[config.mk]
export PLATFORM = sky130hd
export DESIGN_NAME = divider_32
export DESIGN_NICKNAME = d
export VERILOG_FILES = /design/src/rtl/divider_pkg.sv /design/src/rtl/restoring_step.sv /design/src/rtl/divider_32.sv
export SDC_FILE = /design/constraint.sdc
export NUM_CORES = 1
export LEC_CHECK = 0
export CORE_MARGIN = 1
export CORE_UTILIZATION = 55
export CTS_CLUSTER_DIAMETER = 150
export CTS_CLUSTER_SIZE = 20
export DETAILED_ROUTE_END_ITERATION = 16
export DONT_BUFFER_PORTS = 1
export GPL_TIMING_DRIVEN = 0
export HOLD_SLACK_MARGIN = 0.05
export MAX_ROUTING_LAYER = met4
export PLACE_DENSITY = 0.7
export SLEW_MARGIN = 20
export SYNTH_ARGS = -nofsm -noshare
export SYNTH_HDL_FRONTEND = slang
export SYNTH_SLANG_ARGS = --single-unit
[constraint.sdc]
create_clock -name clk -period 3.8 [get_ports clk]
set_input_delay 0.76 -clock clk [delete_from_list [all_inputs] [get_ports clk]]
set_output_delay 0.76 -clock clk [all_outputs]
set_load 0.005 [all_outputs]
[src/rtl/divider_pkg.sv]
// Shared types and constants for the restoring divider.
package divider_pkg;

    localparam int unsigned DefaultWidth = 32;

    typedef enum logic [1:0] {
        StIdle,
        StBusy,
        StDone
    } state_e;

endpackage

[src/rtl/restoring_step.sv]
// One restoring-division step: shift in a dividend bit, trial-subtract the divisor.
module restoring_step #(
    parameter int unsigned WIDTH = 32
) (
    input  logic [WIDTH-1:0] rem_i,
    input  logic             bit_i,
    input  logic [WIDTH-1:0] div_i,
    output logic [WIDTH-1:0] rem_o,
    output logic             q_o
);

    logic [WIDTH:0]   shifted;
    logic             borrow;
    logic [WIDTH-1:0] diff;

    always_comb begin
        shifted = {rem_i, bit_i};
        borrow  = (shifted < {1'b0, div_i});
        // When there is no borrow the true difference is below the divisor, so it fits WIDTH bits.
        diff    = shifted[WIDTH-1:0] - div_i;
        q_o     = ~borrow;
        rem_o   = borrow ? shifted[WIDTH-1:0] : diff;
    end

endmodule

[src/rtl/divider_32.sv]
// Multi-cycle unsigned restoring divider, one quotient bit per clock.
// Define DIV0_DETECT_EN to add the dz port and a single-cycle divide-by-zero shortcut.
module divider_32
    import divider_pkg::*;
#(
    parameter int unsigned WIDTH = DefaultWidth
) (
    input  logic             clk,
    input  logic             rst_n,
    input  logic             start,
    input  logic [WIDTH-1:0] x,
    input  logic [WIDTH-1:0] y,
    output logic             busy,
    output logic             done,
    output logic [WIDTH-1:0] q,
`ifdef DIV0_DETECT_EN
    output logic             dz,
`endif
    output logic [WIDTH-1:0] r
);

    localparam int unsigned CntW = (WIDTH > 1) ? $clog2(WIDTH) : 1;

    state_e            state_q;
    logic [WIDTH-1:0]  rem_q;
    logic [WIDTH-1:0]  dvd_q;
    logic [WIDTH-1:0]  div_q;
    logic [CntW-1:0]   cnt_q;
    logic [WIDTH-1:0]  quot_q;
    logic [WIDTH-1:0]  res_r_q;
    logic              busy_q;
    logic              done_q;
    logic [WIDTH-1:0]  step_rem;
    logic              step_bit;
    logic              div0;

`ifdef DIV0_DETECT_EN
    logic              dz_q;
    assign div0 = (y == '0);
    assign dz   = dz_q;
`else
    assign div0 = 1'b0;
`endif

    restoring_step #(
        .WIDTH (WIDTH)
    ) u_step (
        .rem_i (rem_q),
        .bit_i (dvd_q[WIDTH-1]),
        .div_i (div_q),
        .rem_o (step_rem),
        .q_o   (step_bit)
    );

    // dvd_q shifts left each step: dividend bits leave at the top, quotient bits enter at the bottom.
    always_ff @(posedge clk or negedge rst_n) begin
        if (!rst_n) begin
            state_q <= StIdle;
            rem_q   <= '0;
            dvd_q   <= '0;
            div_q   <= '0;
            cnt_q   <= '0;
            quot_q  <= '0;
            res_r_q <= '0;
            busy_q  <= 1'b0;
            done_q  <= 1'b0;
`ifdef DIV0_DETECT_EN
            dz_q    <= 1'b0;
`endif
        end else begin
            unique case (state_q)
                StIdle, StDone: begin
                    done_q <= 1'b0;
                    if (start) begin
                        dvd_q <= x;
                        div_q <= y;
                        rem_q <= '0;
                        cnt_q <= CntW'(WIDTH - 1);
`ifdef DIV0_DETECT_EN
                        dz_q  <= div0;
`endif
                        if (div0) begin
                            state_q <= StDone;
                            done_q  <= 1'b1;
                            quot_q  <= '1;
                            res_r_q <= x;
                        end else begin
                            state_q <= StBusy;
                            busy_q  <= 1'b1;
                        end
                    end else begin
                        state_q <= StIdle;
                    end
                end
                StBusy: begin
                    rem_q <= step_rem;
                    dvd_q <= {dvd_q[WIDTH-2:0], step_bit};
                    if (cnt_q == '0) begin
                        state_q <= StDone;
                        busy_q  <= 1'b0;
                        done_q  <= 1'b1;
                        quot_q  <= {dvd_q[WIDTH-2:0], step_bit};
                        res_r_q <= step_rem;
                    end else begin
                        cnt_q <= cnt_q - CntW'(1);
                    end
                end
                default: begin
                    state_q <= StIdle;
                    busy_q  <= 1'b0;
                    done_q  <= 1'b0;
                end
            endcase
        end
    end

    assign busy = busy_q;
    assign done = done_q;
    assign q    = quot_q;
    assign r    = res_r_q;

endmodule
Yosys cells after proc, flatten, opt, wreduce, memory -nomap -nowiden. Index checks and enable logic that the tools add are counted.

Word-level logic and storage cells: 43. Bits in latches: 0. ROM bits: 0. Input port bits: 67. RAM bits: 0. Output and inout port bits: 66. Register bits: 169. Memories: 0.

Div/mod/pow operators: 0. $lt $le $gt $ge: 1. Bitwise operators: 1. $mul: 0. Shifts and indexed selects: 0. $add $sub $neg: 2. Equality and inequality tests: 5. Muxes and demuxes: 16. Reductions and logical operators: 9.

Operator list (number): $pmux 32 s2 (2); $mux 32 (3); $lt 33x32->1 (1); $sub 32x32->32 (1); $mux 5 (2); $pmux 5 s2 (1); $reduce_and 2->1 (4); $ne 2x2->1 const B (3); $logic_not 5->1 (1); $mux 1 (5); $sub 5x1->5 const B (1); $pmux 2 s2 (1); $reduce_and 3->1 (1); $eq 2x1->1 const B (1); $eq 2x2->1 const B (1); $logic_not 2->1 (1); $mux 2 (1); $pmux 1 s2 (1); $reduce_bool 2->1 (1); $reduce_or 2->1 (1); $not 1->1 (1).

Logic depth before layout (Yosys ltp).
Depth in word-level cells: 4. Gate-level depth with buffers: 12. Mapped depth without buffers: 12.

Modules after synthesis. Synthesis repeated with hierarchy kept, for this count alone.

Cell total of the unflattened synthesis: 930. Area total of the unflattened synthesis: 9068.7 µm².

By module, submodules not included: divider_32 (sequential area each 4204.0 µm², cells each 557, times used 1, area an instance 6640.1 µm²); restoring_step (sequential area each 0.0 µm², cells each 373, times used 1, area an instance 2428.6 µm²).

Worst setup path before layout. OpenSTA, ideal clock, no wires.

Kind: register -> register. From: reg dvd_q[31]. To: reg res_r_q[20], in the netlist r[20]. Slack: 1155 ps. Path buffers: 0. Setup time: 131 ps. Cell stages (with the launch flop): 13. Required time: 3669 ps. Data arrival time: 2513 ps. Clock period less this slack: 2645 ps. Cells stage by stage: dfrtp_1 inv_1 ha_1 inv_1 fa_1 a21oi_1 o21ai_0 a31o_2 a31oi_1 o21ai_0 a221oi_1 xor2_1 o211ai_1.

Word-level cells in the longest chain between the ends: 2. Elaborated cells between the ends (all ways): 3. Classes of those cells: 1 x add/sub; 1 x order compare; 1 x mux.

Ends and longest elaborated chain: start: declaration (line divider_32.sv:26) `logic [WIDTH-1:0] dvd_q;`; start signal: assignment (line divider_32.sv:97) `dvd_q <= {dvd_q[WIDTH-2:0], step_bit};`; $sub 32x32->32 or $lt 33x32->1 (tied branches) (line restoring_step.sv:20, restoring_step.sv:18); $mux 32 (*) (line restoring_step.sv:22) `rem_o = borrow ? shifted[WIDTH-1:0] : diff;`; end signal: assignment (line divider_32.sv:103) `res_r_q <= step_rem;`; end: declaration (line divider_32.sv:30) `logic [WIDTH-1:0] res_r_q;`.

Every way passes the cells marked *; elsewhere a longest branch is shown, timed or not. A chain may end at the register's enable or synchronous reset.

Worst setup path in the final report.
From: reg dvd_q[31]. To: reg rem_q[20].

Word-level cells in the longest chain between the ends: 3. Elaborated cells between the ends (all ways): 4. Classes of those cells: 1 x add/sub; 1 x order compare; 2 x mux.

Ends and longest elaborated chain: $sub 32x32->32 or $lt 33x32->1 (tied branches) (line restoring_step.sv:20, restoring_step.sv:18); $mux 32 (*) (line restoring_step.sv:22); $pmux 32 s2 (*) (line divider_32.sv:71) `unique case (state_q)`; end signal: assignment (line divider_32.sv:96) `rem_q <= step_rem;`; end: declaration (line divider_32.sv:25) `logic [WIDTH-1:0] rem_q;`.

Marked as above.

==> metrics list <==
- Proportion of netlist area held by the largest area contributor: 48.28%
* Most instantiated flip-flop cell in the synthesis netlist: sky130_fd_sc_hd__dfrtp_1
- Post-synthesis average cell area: 8.958 sq um
- Buffers inserted during post-CTS setup optimization: 0
* Main combinational cell family by area after synthesis: compound AO/OA/AOI/OAI gates
* Area of the core: 15310 sq um
- Number of remaining DRC errors: 0
- After the first detailed-routing iteration, the DRC count stood at 418.
- After clock tree synthesis, the clock-pin slew on the worst setup and hold paths is 0.07 ns.
* Dominant cell by count in the synthesized netlist: sky130_fd_sc_hd__nand2_1
* Count of yosys warnings during synthesis: 0
* Number of cells produced by synthesis: 972
* Clock root cell: sky130_fd_sc_hd__clkbuf_16
- Area of the die: 16340 sq um
- The number of clock buffers added by TritonCTS is 17.
- Once detail routing completed, the nets flagged for antenna violations numbered 0.
* Pre-CTS WS: 0.5253 ns
- Port bufs: 0
- DR vias: 6932
- The synthesized netlist contains 66 unique library cells.
* Number of global-route vias before repair: 7022
- During I/O placement, the number of pins put on the boundary was 133.
- TritonCTS built the clock tree.
- The total overflow left after global routing is 0.
- Data on the critical path is required at its endpoint by 4.10 ns.
* Final critical path time including I/O delays and setup: 3.339 ns
- Leading cell types by total area after synthesis: sky130_fd_sc_hd__dfrtp_1 48%, sky130_fd_sc_hd__nand2_1 11%, sky130_fd_sc_hd__o21ai_0 5.3%, sky130_fd_sc_hd__ha_1 4.9%, sky130_fd_sc_hd__nor2_1 2.7%
* Maximum net fanout on the critical path: 3
* Number of cell instances on the worst register-to-register path: 12
- In this run the worst setup path terminates at rem_q[20].
* Fraction of registers with async set/reset: 100.0%
* Die extent in x: 127.8 um
- Setup_tns: 0 ns
- The congestion estimate from routability-driven global placement came to 0.9273.
- The setup check on the worst reg-to-reg path leaves a slack of 0.46 ns.
- Setup repair after global routing left no endpoint under its margin.
* Tot GR Track Use: 28.69%
- In this run the critical register-to-register path is launched from dvd_q[31].
- Endpoint of the lowest-slack register-to-register path: rem_q[20]
- Most instantiated cells after synthesis: 248 x sky130_fd_sc_hd__nand2_1, 168 x sky130_fd_sc_hd__dfrtp_1, 92 x sky130_fd_sc_hd__o21ai_0
* Routed length per placed instance: 17.71 um
* Sequential area share after synthesis: 48.28%
* Maximum root-to-sink buffer count: 2
- The flow ran to the end, and the final reports show no timing, DRC or antenna violations.
- Layout area overhead: 9.685%
- MaxCap Viol Count: 0
- Counting flops and latches in the post-synthesis netlist gives 168.
- The first global-routing pass estimated 35180 um of wire.
- Fmax: 0.2995 GHz
* Pin count of the biggest net entering global routing: 169
- The clock tree synthesis step divided the H-tree into 4 levels.
- Num Clock Sinks: 168
- Summing the areas of all compound-gate instances in the mapped netlist gives 19.74% of the synthesized area.
- The worst setup path is launched from a register.
- Number of hold violations in the final report: 0
* Least-Margin Pin Slew: 0.7335 ns
- Number of flops mapped to enable cells by yosys: 0
* Final setup viols: 0
- The wire-length estimate of the detail-placed layout is 15590 um.
- Synthesis produced a netlist with a net count of 1074.
* Final net count: 1093
- In this run the core area contains 45 standard-cell rows.
* Critical Path End Type: register
- The initial utilization of the core area, before any placement, comes to 56.85%.
- Total routed wirelength: 21520 um
- The biggest area contributor in the post-synthesis netlist is sky130_fd_sc_hd__dfrtp_1.
* Share of the cycle needed by the critical path after routing: 87.88%
- Headroom to the max-slew limit came out at 51.10%.
- Min setup slack post-route: 0.4606 ns
- Clock skew on the completed layout was measured at 0.007849 ns.
- Before antenna repair, the detailed router went through 5 iterations.
* CP startpoint: dvd_q[31]
- Adder-cell share of the synthesized area: 5.116%
- Later-pin clock latency in the skew report: 0.43 ns
- Using the TritonRoute via totals, the vias-per-cell ratio works out to 5.705.
- The setup path with the least slack is of type reg2reg.
- The die is 127.8 um tall.
- Final Max Slew Viols: 0
- Post-synthesis cell area: 8707 sq um
* Critical Path AT: 3.64 ns
- Post-synthesis share of cell area spent on xor and xnor gates: 2.615%
* Simple-gate share of the synthesized area: 16.60%
- Number of cells upsized or downsized after cts: 0
- The initial antenna violation count came to 0.
- Worst min-delay path class: in2async
- ANT cells: 0
* Share of cell area taken by muxes after synthesis: 2.802%
- Fraction of layout instances using a drive strength above 1: 7.171%
-- per-layer routing --
layer / vias to the layer above / global-route usage (%) / wire (um)
li1: 3381 / - / -
met1: 3327 / 38.60 / 9970
met2: 191 / 43.57 / 9834
met3: 33 / 5.384 / 1236
met4: 0 / 10.31 / 479
met5: - / - / 0
-- logic make-up after synthesis --
logic type	Yosys count
AND/OR/NAND/NOR	355
AO/OA/AOI/OAI	263
flip-flops	168
buffers and inverters	101
adder cells (fa/ha/maj)	35
XOR/XNOR	26
multiplexers	24
-- area by class of cell --
cell class	count	area, sq um
buffer	54	245.2
clock buffer	17	425.4
clock inverter	15	153.9
fill	1381	5764
inverter	47	176.4
multi-input combinational	703	4081
sequential	168	4204
tap	211	264.0
-- worst min path at each step --
stage,startpoint,endpoint,slack [ns],cells past startpoint
2_1_floorplan,div_q[0],div_q[0],0.45,2
3_3_place_gp,rst_n,r[10],0.47,0
3_5_place_dp,rst_n,r[10],0.47,0
4_1_cts,rst_n,rem_q[17],0.01,0
5_1_grt,rst_n,rem_q[17],0.004,0
6_report,rst_n,div_q[11],0.03,0
-- placed cells by master (no fill, tap or decap), types with 5 or more instances in the layout --
cell type                   synthesis  final
sky130_fd_sc_hd__nand4_1            6      6
sky130_fd_sc_hd__o21ai_1            7      7
sky130_fd_sc_hd__nand2_1          248    248
sky130_fd_sc_hd__buf_2              8      8
sky130_fd_sc_hd__xor2_1            10     10
sky130_fd_sc_hd__a31oi_1            7      7
sky130_fd_sc_hd__clkbuf_1          35     35
sky130_fd_sc_hd__dfrtp_1          168    168
sky130_fd_sc_hd__nor3_1             6      6
sky130_fd_sc_hd__o31ai_1            5      5
sky130_fd_sc_hd__nand3_1           11     11
sky130_fd_sc_hd__a22oi_1           15     15
sky130_fd_sc_hd__nor2_1            63     63
sky130_fd_sc_hd__o21ai_0           92     92
sky130_fd_sc_hd__nor2b_1            5      5
sky130_fd_sc_hd__ha_1              34     34
sky130_fd_sc_hd__inv_1             47     47
sky130_fd_sc_hd__clkbuf_16          0     17
sky130_fd_sc_hd__o21a_1             7      7
sky130_fd_sc_hd__a21oi_1           41     41
sky130_fd_sc_hd__o211ai_1          12     12
sky130_fd_sc_hd__a21o_1            15     15
sky130_fd_sc_hd__xnor2_1           16     16
sky130_fd_sc_hd__inv_8              0      5
sky130_fd_sc_hd__mux2i_1           21     21
sky130_fd_sc_hd__o22ai_1           18     18
-- critical path: stages, from the launching register on --
cell and delay (ns):
sky130_fd_sc_hd__dfrtp_1 0.38, sky130_fd_sc_hd__inv_1 0.08, sky130_fd_sc_hd__ha_1 0.17, sky130_fd_sc_hd__inv_1 0.06
sky130_fd_sc_hd__fa_1 0.41, sky130_fd_sc_hd__a21oi_1 0.19, sky130_fd_sc_hd__o21ai_0 0.20, sky130_fd_sc_hd__a31o_2 0.30
sky130_fd_sc_hd__a31oi_1 0.29, sky130_fd_sc_hd__o21ai_0 0.23, sky130_fd_sc_hd__a221oi_1 0.39, sky130_fd_sc_hd__xor2_1 0.37
sky130_fd_sc_hd__o21ai_0 0.14
-- sequential cells by signal, indices dropped and copies added (netlist names) --
signal,flops
div_q,32
dvd_q,32
q,32
r,32
rem_q,32
cnt_q,5
busy,1
done,1
state_q,1
-- metrics by stage --
| stage | cell area, sq um | utilization [%] | hold slack, ns | instances |
|---|---|---|---|---|
| floorplan | 8707 | - | 0.4523 | 972 |
| global placement | 8971 | 58.58 | 0.4723 | 1183 |
| detailed placement | 8971 | 58.58 | 0.4705 | 1183 |
| CTS | 9550 | 62.36 | 0.009828 | 1215 |
| global route | 9550 | 62.36 | 0.004180 | 1215 |
| finish | 9550 | 62.36 | 0.02588 | 1215 |
Power is not shown: default switching activity piles up to over one toggle a cycle in this logic, so the estimate is an artifact.
==> RTL change (same settings) <==
`DefaultWidth`: 32 -> 16.
--- a/src/rtl/divider_pkg.sv
+++ b/src/rtl/divider_pkg.sv
@@ -3,3 +3,3 @@
 
-    localparam int unsigned DefaultWidth = 32;
+    localparam int unsigned DefaultWidth = 16;
 
Ports: changed (resized q, r, x and y); port bits go from 133 to 69. The function was not compared with the original's and may differ.
==> RTL change against the unedited design <==
  * First-iteration DRC count down 42%
  * Sequential cell count down 81
  * Routed wire length decreased by 45%
  * Setup slack improved by 0.48 ns
  * Die area is 48% lower
  * Critical path depth decreased by 4
  * Synthesized area fell by 49%
  * Final area is 50% lower
  * Maximum frequency up 17%
  * Largest cell class unchanged
==> RTL change: results (changes against the unedited design) <==
post-CTS setup repair buffer count 0 (unchanged); Worst EP arrival 3.12 ns (-0.52 ns); CTS resizes 0 (unchanged); number of global-route vias before repair 3725 (-47%); WL per Instance 19.2 µm (+8.7%); top cells by count, synth 120 x nand2_1, 87 x dfrtp_1, 37 x o21ai_0; Port Buffer Count 0 (unchanged); Final HPWL DP 8270 µm (-47%); Synth Net Count 546 (-49%); LEAKAGE 2.13 nW; DP Worst Slack 1.04 ns (+0.513 ns); via count 3782 (-45%); drt pass-1 iters 5 (unchanged); CP Max Fanout 10 (+7); outcome finished, final reports clean; Final Skew 0.00965 ns (+0.00180 ns); Final Max Slew Viols 0 (unchanged); Finished Layout Cells 611 (-50%); initial antenna violation count 0 (unchanged); async set or reset register ratio after synthesis 1.00 (unchanged); largest net degree at the start of global routing 88 (-48%); insertion delay to the later sink of the worst-skew pair 0.36 ns (-0.07 ns); Seq/Total Area, Yosys 0.487 (+0.00443); Clock H-tree levels 3 (-1); ranking of synthesized cells by area dfrtp_1 49%, nand2_1 10%, ha_1 4.8%; max cap viols 0 (unchanged); Min-Delay Path Class primary input to asynchronous set/reset pin; clock buffer depth 2 (unchanged); cts bufs inserted 9 (-8); Cell variety after synth 47 (-29%); dpl cells 595 (-50%); Root Driver clkbuf_8; Diodes inserted 0 (unchanged); clock transition at the registers of the reported paths 0.09 ns (+0.02 ns); first-pass GRT wire length 19000 µm (-46%); NumNets Final 557 (-49%); slew margin rel. 0.267 (-0.244); Fill cells 711 (-49%); Final Wtd Congestion 0.952 (+2.6%); synthesized instance count 493 (-49%); switching share of total power 0.473; worst ir drop on vdd around 0.00046 V; detailed router's first-iteration violation count 241 (-42%); layout cell share with drive strength beyond 1 0.0570 (-0.0147); Synth Warn # 0 (unchanged); total track usage 0.304 (+0.0170)
## RTL change: cell types whose count changed in the layout (fill, tap and decap cells not counted), moves of 16 or more
cell / delta
nand2_1: -128
dfrtp_1: -81
o21ai_0: -55
nor2_1: -44
inv_1: -27
mux2i_1: -21
o22ai_1: -18
a21oi_1: -17
clkbuf_16: -17
ha_1: -17
clkbuf_1: -16
## RTL change: worst paths after layout
check                      slack (ns)  depth (start not counted)  startpoint       end
max reg2reg                      0.94                          8    rem_q[7]     r[14]
min reg2reg                      0.51                          2    dvd_q[8]      q[9]
max                              0.94                          8    rem_q[7]     r[14]
min                              0.08                          0       rst_n  rem_q[5]
min in group clk                 0.50                          2        y[0]  div_q[0]
max in group asynchronous        3.55                          0       rst_n  cnt_q[3]
## RTL change: power by group through the flow
stage / clock [mW] / sequential, mW / combinational, mW
2_1_floorplan: 0 / 1.66 / 2.31
3_3_place_gp: 0 / 1.76 / 2.88
3_5_place_dp: 0 / 1.77 / 2.94
4_1_cts: 0.687 / 1.76 / 2.97
5_1_grt: 0.716 / 1.81 / 3.38
6_report: 0.677 / 1.76 / 3.02
## RTL change: cell families (layout without fill, tap and decap cells)
logic type               count (synthesis)  count (layout)  share of synthesized area
AND/OR/NAND/NOR                        191             191                      0.186
buffers and inverters                   45              61                     0.0381
XOR/XNOR                                13              13                     0.0255
adder cells (fa/ha/maj)                 18              18                     0.0521
multiplexers                             1               1                    0.00252
flip-flops                              87              87                      0.487
AO/OA/AOI/OAI                          138             138                      0.208
## RTL change: area by class of cell
type	count	area share
plain buffers	24	0.0190
clock buffers	9	0.0258
clock inverters	7	0.0164
inverters	21	0.0164
multi-input cells	361	0.442
flip-flops and latches	87	0.454
well taps	102	0.0266
## RTL change: critical path, cell delays in order, from the launching register on
cell and delay, ns:
dfrtp_1 0.45, ha_1 0.42, nand2_1 0.10, o21ai_0 0.39, a21oi_1 0.18, a21boi_2 0.40
buf_2 0.32, nor2_1 0.18, o31ai_1 0.32
## RTL change: layer usage
layer | vias up | wire length [µm] | GRT usage
met5 | - | 0 | -
met4 | 0 | 222 | 0.116
met3 | 21 | 800 | 0.0556
met2 | 148 | 5470 | 0.455
met1 | 1840 | 5270 | 0.414
li1 | 1773 | - | -
## RTL change: per-stage QoR
step | utilization | power, mW | cell area [µm²]
floorplan | - | 3.97 | 4470
CTS | 0.615 | 5.41 | 4800
finish | 0.615 | 5.46 | 4800
global placement | 0.589 | 4.65 | 4600
detailed placement | 0.589 | 4.72 | 4600
global route | 0.615 | 5.91 | 4800
